==> src/rtl/pdm_cic_decimator.sv <==
// pdm_cic_decimator: N-stage CIC decimator, 1-bit PDM in, signed PCM out.
// Round-half-up scaling, saturation, valid/ready output with sticky overrun.
module pdm_cic_decimator #(
  parameter int R     = 64,
  parameter int N     = 3,
  parameter int OUT_W = 8
) (
  input  logic                    CLK,
  input  logic                    RST,
  input  logic                    EN,
  input  logic                    IN,
  output logic signed [OUT_W-1:0] OUT,
  output logic                    OUT_VALID,
  input  logic                    OUT_READY,
  output logic                    OVF
);
  localparam int L     = $clog2(R);
  localparam int B     = N * L + 2;
  localparam int SHIFT = N * L - (OUT_W - 1);

  typedef logic signed [B-1:0] acc_t;

  localparam acc_t ONE  = acc_t'(1);
  localparam acc_t MAXV = (ONE <<< (OUT_W - 1)) - ONE;
  localparam acc_t MINV = -(ONE <<< (OUT_W - 1));

  acc_t             integ_q [N];
  acc_t             integ_d [N];
  acc_t             comb_q  [N];
  acc_t             comb_d  [N];
  acc_t             dly_q   [N];
  acc_t             dly_d   [N];
  acc_t             src     [N];
  acc_t             cin_q, cin_d;
  acc_t             x_in, acc;
  acc_t             y, rnd;
  logic [L-1:0]     phase_q, phase_d;
  logic [N:0]       tok_q, tok_d;
  logic             dec;
  logic [OUT_W-1:0] sat;
  logic [OUT_W-1:0] out_q, out_d;
  logic             vld_q, vld_d;
  logic             ovf_q, ovf_d;

  // Integrator cascade sees this cycle's updated value of the stage before.
  always_comb begin
    x_in = IN ? ONE : '1;
    acc  = x_in;
    for (int k = 0; k < N; k++) begin
      acc        = integ_q[k] + acc;
      integ_d[k] = EN ? acc : integ_q[k];
    end
    dec     = EN && (phase_q == '1);
    phase_d = EN ? phase_q + 1'b1 : phase_q;
    cin_d   = dec ? acc : cin_q;
    tok_d   = {tok_q[N-1:0], dec};
  end

  always_comb begin
    src[0] = cin_q;
    for (int k = 1; k < N; k++) begin
      src[k] = comb_q[k-1];
    end
    for (int k = 0; k < N; k++) begin
      comb_d[k] = comb_q[k];
      dly_d[k]  = dly_q[k];
      if (tok_q[k]) begin
        comb_d[k] = src[k] - dly_q[k];
        dly_d[k]  = src[k];
      end
    end
  end

  assign y = comb_q[N-1];

  if (SHIFT > 0) begin : g_round
    localparam acc_t HALF = ONE <<< (SHIFT - 1);
    assign rnd = (y + HALF) >>> SHIFT;
  end else begin : g_pass
    assign rnd = y;
  end

  always_comb begin
    sat = rnd[OUT_W-1:0];
    if (rnd > MAXV) begin
      sat = {1'b0, {(OUT_W-1){1'b1}}};
    end else if (rnd < MINV) begin
      sat = {1'b1, {(OUT_W-1){1'b0}}};
    end
    out_d = out_q;
    vld_d = vld_q;
    ovf_d = ovf_q;
    if (vld_q && OUT_READY) begin
      vld_d = 1'b0;
    end
    // A fresh sample wins over a handshake; losing an unread one is an overrun.
    if (tok_q[N]) begin
      out_d = sat;
      vld_d = 1'b1;
      if (vld_q && !OUT_READY) begin
        ovf_d = 1'b1;
      end
    end
  end

  always_ff @(posedge CLK or negedge RST) begin
    if (!RST) begin
      for (int k = 0; k < N; k++) begin
        integ_q[k] <= '0;
        comb_q[k]  <= '0;
        dly_q[k]   <= '0;
      end
      cin_q   <= '0;
      phase_q <= '0;
      tok_q   <= '0;
      out_q   <= '0;
      vld_q   <= 1'b0;
      ovf_q   <= 1'b0;
    end else begin
      for (int k = 0; k < N; k++) begin
        integ_q[k] <= integ_d[k];
        comb_q[k]  <= comb_d[k];
        dly_q[k]   <= dly_d[k];
      end
      cin_q   <= cin_d;
      phase_q <= phase_d;
      tok_q   <= tok_d;
      out_q   <= out_d;
      vld_q   <= vld_d;
      ovf_q   <= ovf_d;
    end
  end

  assign OUT       = out_q;
  assign OUT_VALID = vld_q;
  assign OVF       = ovf_q;

endmodule

==> config.mk <==
export PLATFORM = sky130hd
export DESIGN_NAME = pdm_cic_decimator
export DESIGN_NICKNAME = d
export VERILOG_FILES = /design/src/rtl/pdm_cic_decimator.sv
export SDC_FILE = /design/constraint.sdc
export NUM_CORES = 1
export LEC_CHECK = 0
export ABC_AREA = 1
export ABC_CLOCK_PERIOD_IN_PS = 4300
export BUFFER_PORTS_ARGS = -buffer_cell sky130_fd_sc_hd__clkbuf_2
export CAP_MARGIN = 10
export CELL_PAD_IN_SITES_DETAIL_PLACEMENT = 0
export CELL_PAD_IN_SITES_GLOBAL_PLACEMENT = 1
export CORE_AREA = 2 2 249 128
export DETAILED_ROUTE_END_ITERATION = 8
export DIE_AREA = 0 0 251 130
export GPL_TIMING_DRIVEN = 0
export PLACE_DENSITY = 0.77
export SLEW_MARGIN = 0
export SYNTH_ARGS = -nofsm -noshare
export SYNTH_HDL_FRONTEND = slang
export SYNTH_SLANG_ARGS = --single-unit
==> constraint.sdc <==
create_clock -name CLK -period 4.3 [get_ports CLK]
set_clock_uncertainty 0.1 [all_clocks]
set_input_delay 0.215 -clock CLK [delete_from_list [all_inputs] [get_ports CLK]]
set_output_delay 0.215 -clock CLK [all_outputs]
set_load 0.05 [all_outputs]
---- After elaboration in Yosys (flattened, before gate mapping) ----
Index checks and enable logic that the tools add are counted.
word-level totals
  flip-flop bits (word level) ............. 220
  output and inout port bits .............. 10
  word-level logic and storage cells ...... 37
operators by class
  add/sub/neg operators ................... 8
  order comparisons ....................... 2
  equal/unequal tests ..................... 1
  muxes and demuxes ....................... 5
  reduce and logical (&&, ||, !) cells .... 6
operator list
  cell                                                                             number
  20-bit adder                                                                     3
  20-bit subtractor                                                                3
  20-bit by 12-bit adder with 20-bit output, second input constant                 1
  20-bit 2-to-1 mux                                                                1
  8-bit 2-to-1 mux                                                                 2
  9-bit by 8-bit greater-than comparator with 1-bit output, second input constant  1
  9-bit by 8-bit less-than comparator with 1-bit output, second input constant     1
  6-bit by 1-bit adder with 6-bit output, second input constant                    1
  6-bit equality test, second input constant                                       1
  1-bit logical AND                                                                3
  1-bit 2-to-1 mux                                                                 2
  2-bit AND reduction                                                              1
  2-bit nonzero test                                                               1
  1-bit logical NOT                                                                1

---- Depth between registers and ports, before layout ----
Gate-level depths: netlist of run 1.
  word-level depth ........................ 4
  gate-level depth with buffers ........... 31
  mapped depth without buffers ............ 31

---- Worst setup path before layout of run 1 ----
No wires, ideal clock.
  path kind ............................... input -> register
  start point ............................. input port IN
  end point ............................... register cin_q[19]
  library setup time ...................... 0.118 ns
  arrival ................................. 4.328 ns
  data required time ...................... 4.082 ns
  slack ................................... -0.246 ns
  stages on the path ...................... 27
  buffers on the path ..................... 0
  cells stage by stage .................... inv_1 ha_1 a21oi_1 inv_1 a31oi_1 o21ai_0 nand3_1 nand2_1 xor2_1 ha_1 nand2_1 nor3_1 a21oi_1 o21bai_1 nand2_1 nand2_1 nand2_1 nand2_1 inv_1 ha_1 nand2_1 nor3_1 nand2_1 o311ai_0 nand3_1 nand3_1 nand2_1
between the ends
  longest elaborated chain between the ends .. 4
RTL lines
  element                     line  source
  from (decl)                 11    input logic IN,
  20-bit 2-to-1 mux           47    x_in = IN ? ONE : '1;
  20-bit adder (3 in series)  50    acc = integ_q[k] + acc;
  to (signal assigned)        125   cin_q <= cin_d;
  to (decl)                   34    acc_t cin_q, cin_d;
Every way passes these cells.
A chain may end at the register's enable or synchronous reset.

---- Final worst setup path of run 1 ----
  start point ............................. register integ_q[43] (netlist name)
  end point ............................... register cin_q[18]
between the ends
  longest elaborated chain between the ends .. 3
RTL lines
  element                            line  source
  from (decl)                        27    acc_t integ_q [N];
  from (signal, indexed assignment)  121   integ_q[k] <= integ_d[k];
  20-bit adder (3 in series)         50
Every way passes these cells.

==> Implementation_results.wiki, run 1 <==
{| class="wikitable"
! Metric !! Value
|-
| Run status || finished, violations left
|-
| Violated checks || setup timing
|-
| Clock root buffer master || clkbuf_16
|-
| Chip height || 130 um
|-
| Post-detailed-route via-to-cell ratio || 5.35
|-
| Kind of start point of the critical path || flip-flop
|-
| Initial DRC count || 1315
|-
| CTS buffer count || 22
|-
| FFs w/ async S/R, synth || 100%
|-
| Setup slack at placement || -1520 ps
|-
| Final hold vios || 0
|-
| Area added between synthesis and finish || 25.5%
|-
| Starting density of the core || 43.0%
|-
| Class of the tightest hold or removal check || primary input to flip-flop
|-
| Number of nets still failing antenna checks after routing || 0
|-
| Crit path max fanout || 4
|-
| Number of placed I/O pins || 15
|-
| Slew at the pin closest to its max-slew limit || 877 ps
|-
| Beginning of the worst register-to-register path || integ_q[43]
|-
| Sequential share of the synthesized area || 39.6%
|-
| TritonCTS clock tree || done
|-
| Setup violators final || 16
|-
| H-tree depth reported by CTS || 1
|-
| Detailed Routing Iterations Pass 1 || 5
|-
| Worst Path Arrival || 4990 ps
|-
| Main area contributors after synthesis || dfrtp_1, nand2_1, ha_1
|-
| Unrepaired setup endpoints after global routing || true
|-
| Top FF cell, synth || dfrtp_1
|-
| Core Rows || 46
|-
| Number of enable flip-flop cells after synthesis || 0
|-
| Cell type with the largest total area after synthesis || dfrtp_1
|-
| Port Buf Inserts || 14
|-
| Ant diodes || 0
|-
| Total Nets Final || 1939
|-
| Area share of the leading cell type in the synthesized netlist || 39.6%
|-
| Post-Synthesis Net Count || 1811
|-
| Number of antenna violations at the first check in global routing || 0
|-
| Startpoint of the most critical setup path || integ_q[43]
|-
| CP required || 4600 ps
|-
| Final number of max-transition violations || 0
|-
| Die boundary width || 251 um
|-
| Hold Startpoint || IN
|-
| Count of warnings emitted by yosys || 0
|-
| HPWL after DPL || 29700 um
|-
| DRC || 0
|-
| Kind of critical path || flip-flop to flip-flop
|-
| Capturing element type of the critical path || flip-flop
|-
| Share of layout cells above drive strength 1 || 19.4%
|-
| Total gr overflow || 0
|-
| Slew headroom || 41.5%
|-
| Synthesized area per cell || 7.88 um^2
|-
| Later-pin clock latency in the skew report || 530 ps
|-
| Total of fill cells in the finished design || 2787
|-
| Minimum clock period || 4690 ps
|-
| Post-Synthesis Cell Area || 13300 um^2
|-
| Number of violations of the max-capacitance limit || 0
|-
| Full die area || 32600 um^2
|-
| Synthesized instance count || 1685
|-
| Number of vias after detailed routing || 12000
|-
| DR WL/cell || 17.7 um
|-
| Number of buffers on the longest clock path || 3
|-
| Via count of the first global-routing pass || 10300
|-
| Total Routed Length || 39500 um
|-
| Worst path setup slack after routing || -390 ps
|-
| Number of storage elements in the synthesis netlist || 210
|-
| GR Util All Layers || 23.5%
|-
| Core Box Area || 30800 um^2
|-
| Count of clock tree sinks || 210
|-
| Wire length of the first global-routing pass || 59500 um
|-
| Last weighted congestion value of the routability-driven placer || 0.948
|-
| Highest Clock Rate || 213 MHz
|-
| Final worst path period share || 109%
|-
| Commonest cells after routing, fill and taps aside || nand2_1, dfrtp_1, inv_1
|-
| Worst-path clk slew || 60 ps
|-
| Maximum number of pins on one net before global-route repair || 88
|-
| Most frequent standard cell in the layout excluding fill and tap cells || nand2_1
|-
| Synth cell types || 50
|}
==> per-stage QoR <==
step	cells	cell area [um^2]	util (%)	TNS, ps	hold WS [ps]
3_3_place_gp	2107	14100	45.7	-334900	267
4_1_cts	2208	15900	51.4	-1960	1.97
6_report	2237	16700	54.0	-2050	12.3
5_1_grt	2237	16700	54.0	-5550	26.7
2_1_floorplan	1685	13500	-	-14.2	-181
3_5_place_dp	2109	14200	45.9	-22280	95.6
==> cell usage after synthesis (13+ instances only) <==
| cell | number |
|---|---|
| a21oi_1 | 117 |
| clkbuf_1 | 34 |
| dfrtp_1 | 210 |
| ha_1 | 116 |
| inv_1 | 164 |
| nand2_1 | 484 |
| nand3_1 | 71 |
| nand4_1 | 15 |
| nor2_1 | 70 |
| nor3_1 | 13 |
| o21ai_0 | 166 |
| o21ai_1 | 17 |
| xnor2_1 | 34 |
| xor2_1 | 54 |
==> metal layers <==
| layer | vias to the layer above | GRT usage, % | share of wire [%] |
|---|---|---|---|
| li1 | 5827 | - | - |
| met1 | 5725 | 44.3 | 58 |
| met2 | 391 | 24.1 | 32 |
| met3 | 35 | 5.25 | 9.1 |
| met4 | 0 | 2.73 | 1.0 |
| met5 | - | 0 | 0 |
==> worst max-delay path: stages, from the launching register on <==
cell and delay, ps:
dfrtp_1 410, ha_4 280, a21oi_4 180, o21ai_2 70, nand2_1 80, o211ai_1 90
buf_4 170, a21oi_4 210, o21ai_2 110, xor2_2 270, ha_4 280, a21oi_2 200
o21ai_2 110, nor2_2 170, o21ai_4 110, a21oi_2 200, xor2_2 100, ha_1 350
nand2_2 120, nor4_4 260, nand4_1 290, nand3_1 160, nand2_1 90, nand3_2 80
nand2_1 60
==> repair_timing <==
| action | CTS | global route |
|---|---|---|
| setup buffers | 56 | 30 |
| setup endpoints to repair | 20 | 23 |
| gates resized for setup | 100 | 117 |
| cloned | 0 | 0 |
| hold buffers | 3 | 0 |
| pin swaps | 78 | 77 |
| endpoints found under the hold margin | 61 | 0 |
==> state kept, by name, indices dropped and copies added (netlist names) <==
signal,flops
dly_q,60
integ_q,60
comb_q,40
cin_q,20
y,10
OUT,8
phase_q,6
tok_q,4
OUT_VALID,1
OVF,1
==> path summary, 6_finish.rpt <==
path	endpoint	slack (ps)	cells past startpoint
min in group asynchronous	dly_q[8]	80	2
max in group asynchronous	integ_q[40]	3220	3
hold / removal	integ_q[59]	10	4
setup / recovery	cin_q[18]	-390	24
hold reg to reg	tok_q[3]	280	0
setup reg to reg	cin_q[18]	-390	24
==> cells by family (layout without fill, tap and decap cells) <==
| logic type | count (synthesis) | in the layout | synth area share (%) |
|---|---|---|---|
| simple gates | 694 | 694 | 21.9 |
| compound gates | 363 | 363 | 15.0 |
| flops | 210 | 210 | 39.6 |
| buf+inv | 209 | 353 | 5.96 |
| fa+ha+maj | 121 | 121 | 11.7 |
| xor+xnor | 88 | 88 | 5.80 |
==> layout make-up <==
type,count,area [um^2],area share (%)
well taps,408,510,3.06
clock buffers,31,636,3.81
multi-input cells,1266,8500,51.0
clock inverters,9,103,0.616
plain buffers,40,158,0.946
inverters,169,648,3.89
repair buffers,104,860,5.16
flip-flops and latches,210,5260,31.5
Power of run 1 is not shown: default switching activity piles up to over one toggle a cycle in this logic, so the estimate is an artifact.
==> run 2, diff against run 1 <==
--- a/config.mk
+++ b/config.mk
@@ -11,11 +11,11 @@
 export CAP_MARGIN = 10
 export CELL_PAD_IN_SITES_DETAIL_PLACEMENT = 0
 export CELL_PAD_IN_SITES_GLOBAL_PLACEMENT = 1
-export CORE_AREA = 2 2 249 128
+export CORE_AREA = 2 2 198 161
 export DETAILED_ROUTE_END_ITERATION = 8
-export DIE_AREA = 0 0 251 130
+export DIE_AREA = 0 0 200 163
 export GPL_TIMING_DRIVEN = 0
-export PLACE_DENSITY = 0.77
+export PLACE_DENSITY = 0.76
 export SLEW_MARGIN = 0
 export SYNTH_ARGS = -nofsm -noshare
 export SYNTH_HDL_FRONTEND = slang
==> run 2 against run 1 <==
Compared with the run above: the run still ends with setup timing left; die area barely moved; critical path type unchanged; non-clock buffer count is 3 lower; via count fell by 4.2%; global-route usage decreased by 1.8 points; register-to-register slack gained 210 ps; fmax is 4.7% higher; final cell count up 0.54%; hold slack improved by 100 ps; first-iteration DRC count down 53%; utilization rose by 0.26 points; highest routed layer unchanged.
==> Implementation_results.wiki, run 2 (synthesized netlist as in run 1, its figures left out) <==
{| class="wikitable"
! Metric !! Value
|-
| Run status || finished, violations left
|-
| Count of clock tree sinks || 210 (unchanged)
|-
| Worst-path clk slew || 60 ps (about the same)
|-
| Minimum clock period || 4480 ps (-209 ps)
|-
| DRC || 0 (unchanged)
|-
| Total Routed Length || 35300 um (-11%)
|-
| Kind of critical path || flip-flop to flip-flop
|-
| TritonCTS clock tree || done
|-
| Die boundary width || 200 um (-20%)
|-
| Number of nets still failing antenna checks after routing || 0 (unchanged)
|-
| Area added between synthesis and finish || 26.1%
|-
| CP required || 4640 ps (+40 ps)
|-
| Slew at the pin closest to its max-slew limit || 697 ps (-180 ps)
|-
| Violated checks || setup timing
|-
| Beginning of the worst register-to-register path || integ_q[45]
|-
| Later-pin clock latency in the skew report || 540 ps (about the same)
|-
| Most used cell, CP || a21oi_2
|-
| Final cell area excluding filler cells || 16700 um^2 (+0.47%)
|-
| Critical Path Max Stage Delay || 410 ps (about the same)
|-
| Met3 routed WL || 1210 um (-66%)
|-
| FF-to-FF path depth || 26 (+8.3%)
|-
| Share of layout cells above drive strength 1 || 19.2% (-0.16 points)
|-
| Detailed Routing Iterations Pass 1 || 5 (unchanged)
|-
| Final design utilization || 54.3% (+0.26 points)
|-
| Commonest cells after routing, fill and taps aside || nand2_1, dfrtp_1, inv_1
|-
| Unrepaired setup endpoints after global routing || true
|-
| Capturing element type of the critical path || flip-flop
|-
| Last weighted congestion value of the routability-driven placer || 0.898 (-5.3%)
|-
| Number of violations of the max-capacitance limit || 0 (unchanged)
|-
| Clock root buffer master || clkbuf_16
|-
| Length of routed met2 wiring || 15800 um (+26%)
|-
| Setup slack on the worst flop-to-flop path || -180 ps (+210 ps)
|-
| Post-detailed-route via-to-cell ratio || 5.10 (-4.7%)
|-
| Crit path max fanout || 4 (unchanged)
|-
| CTS buffer count || 24 (+9.1%)
|-
| Final hold vios || 0 (unchanged)
|-
| Worst-case hold slack || 113 ps (+101 ps)
|-
| Number of vias after detailed routing || 11500 (-4.2%)
|-
| H-tree depth reported by CTS || 1 (unchanged)
|-
| Worst Path Arrival || 4820 ps (-170 ps)
|-
| Class of the tightest hold or removal check || primary input to async pin
|-
| Routed metal-1 wire length || 17700 um (-23%)
|-
| Number of buffers on the longest clock path || 3 (unchanged)
|-
| Total gr overflow || 0 (unchanged)
|-
| Maximum number of pins on one net before global-route repair || 78 (-11%)
|-
| Via count of the first global-routing pass || 10800 (+5.4%)
|-
| Instance area after placement || 14200 um^2 (+0.11%)
|-
| Largest registers || dly_q: 60 flops, integ_q: 60 flops, comb_q: 40 flops
|-
| Number of antenna violations at the first check in global routing || 0 (unchanged)
|-
| Worst path setup slack after routing || -181 ps (+209 ps)
|-
| Starting density of the core || 43.1% (about the same)
|-
| Top layer reached by signal wires || met4
|-
| Highest Clock Rate || 223 MHz (+4.7%)
|-
| Ant diodes || 0 (unchanged)
|-
| Chip height || 163 um (+25%)
|-
| Initial DRC count || 623 (-53%)
|-
| Final worst path period share || 104% (-4.9 points)
|-
| Critical register-to-register path endpoint || cin_q[19]
|-
| Wire length of the first global-routing pass || 57000 um (-4.3%)
|-
| Total Nets Final || 1938 (-0.052%)
|-
| Setup violators final || 12 (-4)
|-
| GR Util All Layers || 21.7% (-1.8 points)
|-
| Final number of max-transition violations || 0 (unchanged)
|-
| Full die area || 32600 um^2 (about the same)
|-
| Kind of start point of the critical path || flip-flop
|-
| Most frequent standard cell in the layout excluding fill and tap cells || nand2_1
|-
| Core Box Area || 30800 um^2 (about the same)
|-
| Core Rows || 58 (+26%)
|-
| HPWL after DPL || 25500 um (-14%)
|-
| Slowest cell on the critical path || dfrtp_1
|-
| Slew headroom || 53.5% (+12 points)
|-
| Number of placed I/O pins || 15 (unchanged)
|-
| Port Buf Inserts || 14 (unchanged)
|-
| DR WL/cell || 15.7 um (-11%)
|}
## run 2: repair_timing
| item | CTS | global route |
|---|---|---|
| resized for setup | 83 | 113 |
| buffers inserted | 48 | 34 |
| hold buffers | 4 | 0 |
| pin swaps | 63 | 77 |
| hold endpoints to repair | 66 | 0 |
| endpoints found under the setup margin | 20 | 18 |
| cloned | 0 | 0 |
## run 2: layout make-up
cell class	instances	area, um^2
timing repair buffer	101	842
buffer	40	158
clock inverter	11	199
fill	2779	14100
clock buffer	32	651
multi-input combinational	1266	8470
tap	420	526
inverter	169	643
sequential	210	5260
## run 2: per-stage QoR
stage	setup slack, ps	cells	setup TNS [ps]
final	-181	2249	-1260
after global routing	-350	2249	-3750
after CTS	-74.8	2216	-140
after detailed placement	-1260	2121	-21520
after global placement	-1440	2119	-318890
after floorplan	-7.09	1685	-14.2
## run 2: worst max-delay path by stage
stage | start | end | slack, ps | depth (start not counted)
2_1_floorplan | IN | cin_q[19] | -7 | 29
3_3_place_gp | RST | integ_q[27] | -1440 | 1
3_5_place_dp | IN | cin_q[19] | -1260 | 29
4_1_cts | integ_q[44] | cin_q[19] | -70 | 26
5_1_grt | integ_q[45] | cin_q[19] | -350 | 25
6_report | integ_q[45] | cin_q[19] | -180 | 26
## run 2: per-layer routing
metal | GRT usage, % | vias up
met4 | 3.54 | 0
met5 | 0 | -
met1 | 32.7 | 5425
met3 | 2.84 | 45
met2 | 33.8 | 173
li1 | - | 5830
## run 2: critical path, delay by kind of cell, from the launching register on
family | cells | cell delay [ps]
adders and majority gates | 3 | 900
xor gates and xnor gates | 2 | 360
and+or+nand+nor | 9 | 1030
AOI/OAI and AO/OA | 9 | 1270
DFF | 1 | 410
buffers and inverters | 3 | 310
Power of run 2 is left out for the same reason.
==> run 3, diff against run 2 <==
--- a/config.mk
+++ b/config.mk
@@ -16,6 +16,7 @@
 export DIE_AREA = 0 0 200 163
 export GPL_TIMING_DRIVEN = 0
 export PLACE_DENSITY = 0.76
+export RECOVER_POWER = 25
 export SLEW_MARGIN = 0
 export SYNTH_ARGS = -nofsm -noshare
 export SYNTH_HDL_FRONTEND = slang
==> run 3 against run 2 <==
Compared with the run above: the flow finishes with violations (capacitance limit, slew limit, setup timing); setup slack barely moved; first-iteration DRC count did not move; largest cell class unchanged; global-route usage did not move; critical endpoint unchanged; non-clock buffer count did not move; clock-buffer cell count did not move; design area fell by 0.16%; utilization fell by 0.085 points.
==> Implementation_results.wiki, run 3 (synthesized netlist as in run 1, its figures left out) <==
{| class="wikitable"
! Metric !! Value
|-
| Multi-input combinational cell area || 8470 um^2 (unchanged)
|-
| Port Buf Inserts || 14 (unchanged)
|-
| Slew at the pin closest to its max-slew limit || 3580 ps (+2880 ps)
|-
| Via count of the first global-routing pass || 10800 (unchanged)
|-
| HPWL after DPL || 25500 um (unchanged)
|-
| Last weighted congestion value of the routability-driven placer || 0.898 (unchanged)
|-
| Worst Path Arrival || 4820 ps (about the same)
|-
| Total of fill cells in the finished design || 2783 (+0.14%)
|-
| Post-detailed-route via-to-cell ratio || 5.10 (about the same)
|-
| Capturing element type of the critical path || flip-flop
|-
| Die boundary width || 200 um (unchanged)
|-
| Wire length of the first global-routing pass || 57000 um (unchanged)
|-
| Cell count after placement || 2121 (unchanged)
|-
| H-tree depth reported by CTS || 1 (unchanged)
|-
| Filler-free cell count of the finished design || 2249 (unchanged)
|-
| Clock root buffer master || clkbuf_16
|-
| CTS buffer count || 24 (unchanged)
|-
| Final number of max-transition violations || 63 (+63)
|-
| Storage element area || 5260 um^2 (unchanged)
|-
| Number of antenna violations at the first check in global routing || 0 (unchanged)
|-
| Final worst path period share || 104% (about the same)
|-
| Full die area || 32600 um^2 (unchanged)
|-
| Number of vias after detailed routing || 11500 (-0.017%)
|-
| Total Routed Length || 35300 um (about the same)
|-
| DR WL/cell || 15.7 um (about the same)
|-
| Setup slack on the worst flop-to-flop path || -180 ps (about the same)
|-
| Number of violations of the max-capacitance limit || 1 (+1)
|-
| Worst-path clk slew || 60 ps (about the same)
|-
| Number of nets still failing antenna checks after routing || 0 (unchanged)
|-
| Minimum clock period || 4480 ps (+0.0210 ps)
|-
| Later-pin clock latency in the skew report || 540 ps (about the same)
|-
| Final cell area excluding filler cells || 16700 um^2 (-0.16%)
|-
| Final hold vios || 0 (unchanged)
|-
| Worst path setup slack after routing || -181 ps (-0.0210 ps)
|-
| TritonCTS clock tree || done
|-
| Run status || finished, violations left
|-
| Core Box Area || 30800 um^2 (unchanged)
|-
| Initial DRC count || 623 (unchanged)
|-
| Share of layout cells above drive strength 1 || 19.1% (-0.055 points)
|-
| Final TNS setup || -1260 ps (-0.0700 ps)
|-
| Highest Clock Rate || 223 MHz (about the same)
|-
| Ant diodes || 0 (unchanged)
|-
| Crit path max fanout || 4 (unchanged)
|-
| Most frequent standard cell in the layout excluding fill and tap cells || nand2_1
|-
| DRC || 0 (unchanged)
|-
| Class of the tightest hold or removal check || flip-flop to flip-flop
|-
| Area added between synthesis and finish || 25.9%
|-
| Slew headroom || -138% (-190 points)
|-
| Final design utilization || 54.2% (-0.085 points)
|-
| Instance area after placement || 14200 um^2 (unchanged)
|-
| Total Nets Final || 1938 (unchanged)
|-
| CP required || 4640 ps (about the same)
|-
| Number of buffers on the longest clock path || 3 (unchanged)
|-
| Detailed Routing Iterations Pass 1 || 5 (unchanged)
|-
| Chip height || 163 um (unchanged)
|-
| Violated checks || capacitance limit, slew limit, setup timing
|-
| Starting density of the core || 43.1% (unchanged)
|-
| Setup violators final || 12 (unchanged)
|-
| Total gr overflow || 0 (unchanged)
|-
| Largest registers || dly_q: 60 flops, integ_q: 60 flops, comb_q: 40 flops
|-
| Kind of start point of the critical path || flip-flop
|-
| Count of clock tree sinks || 210 (unchanged)
|-
| Maximum number of pins on one net before global-route repair || 78 (unchanged)
|-
| Unrepaired setup endpoints after global routing || true
|-
| GR Util All Layers || 21.7% (unchanged)
|-
| Core Rows || 58 (unchanged)
|-
| Kind of critical path || flip-flop to flip-flop
|-
| Number of placed I/O pins || 15 (unchanged)
|-
| Commonest cells after routing, fill and taps aside || nand2_1, dfrtp_1, inv_1
|}
==> run 3: cell counts in the layout (fill, tap and decap cells not counted) <==
Identical to the previous run, type by type.
==> run 3: cell type report <==
type                    count  share of cell area (%)
plain buffers              40                   0.943
clock buffers              32                    3.89
clock inverters            11                    1.19
inverters                 169                    3.85
multi-input cells        1266                    50.7
flip-flops and latches    210                    31.4
well taps                 420                    3.14
repair buffers            101                    4.88
==> run 3: worst paths after layout <==
| path | cells after the start | endpoint | from |
|---|---|---|---|
| min reg2reg | 0 | tok_q[1] | tok_q[0] |
| max | 26 | cin_q[19] | integ_q[45] |
| min | 0 | tok_q[1] | tok_q[0] |
| min in group asynchronous | 2 | dly_q[28] | RST |
| max in group asynchronous | 3 | integ_q[25] | RST |
| max reg2reg | 26 | cin_q[19] | integ_q[45] |
==> run 3: critical path, stage by stage (launching register included) <==
cell and delay, ps:
dfrtp_1 410, ha_4 290, a21oi_4 180, o21ai_2 80, nand2_1 60, o211ai_1 140, a21oi_2 240, o21ai_2 100
xor2_1 190, ha_1 380, nand2_2 80, inv_2 80, nand3_4 70, nor4_4 340, nand3_1 140, nand3_2 150
xor2_4 170, ha_4 230, buf_4 130, a21oi_2 120, o31ai_1 90, a21oi_2 160, o311ai_4 160, inv_1 100
nand2_2 60, nand3_1 80, nand2_1 50
==> run 3: routing by layer <==
metal	up-vias	GRT usage, %	share of wire [%]
met1	5422	32.7	50
met2	173	33.8	45
met3	45	2.84	3.4
met4	0	3.54	1.8
li1	5831	-	-
met5	-	0	0
==> run 3: repair_timing <==
item                                    in CTS  in global routing
resized for setup                           83                113
setup buffers                               48                 34
hold buffers                                 4                  0
gates cloned                                 0                  0
pin swaps                                   63                 77
hold endpoints to repair                    66                  0
endpoints found under the setup margin      20                 18
==> run 3: through the flow <==
stage	hold slack, ps	setup WS [ps]
after floorplan	-181	-7.09
after global placement	260	-1440
after detailed placement	142	-1260
after CTS	127	-74.8
after global routing	282	-350
final	270	-181
Power of run 3 is left out for the same reason.
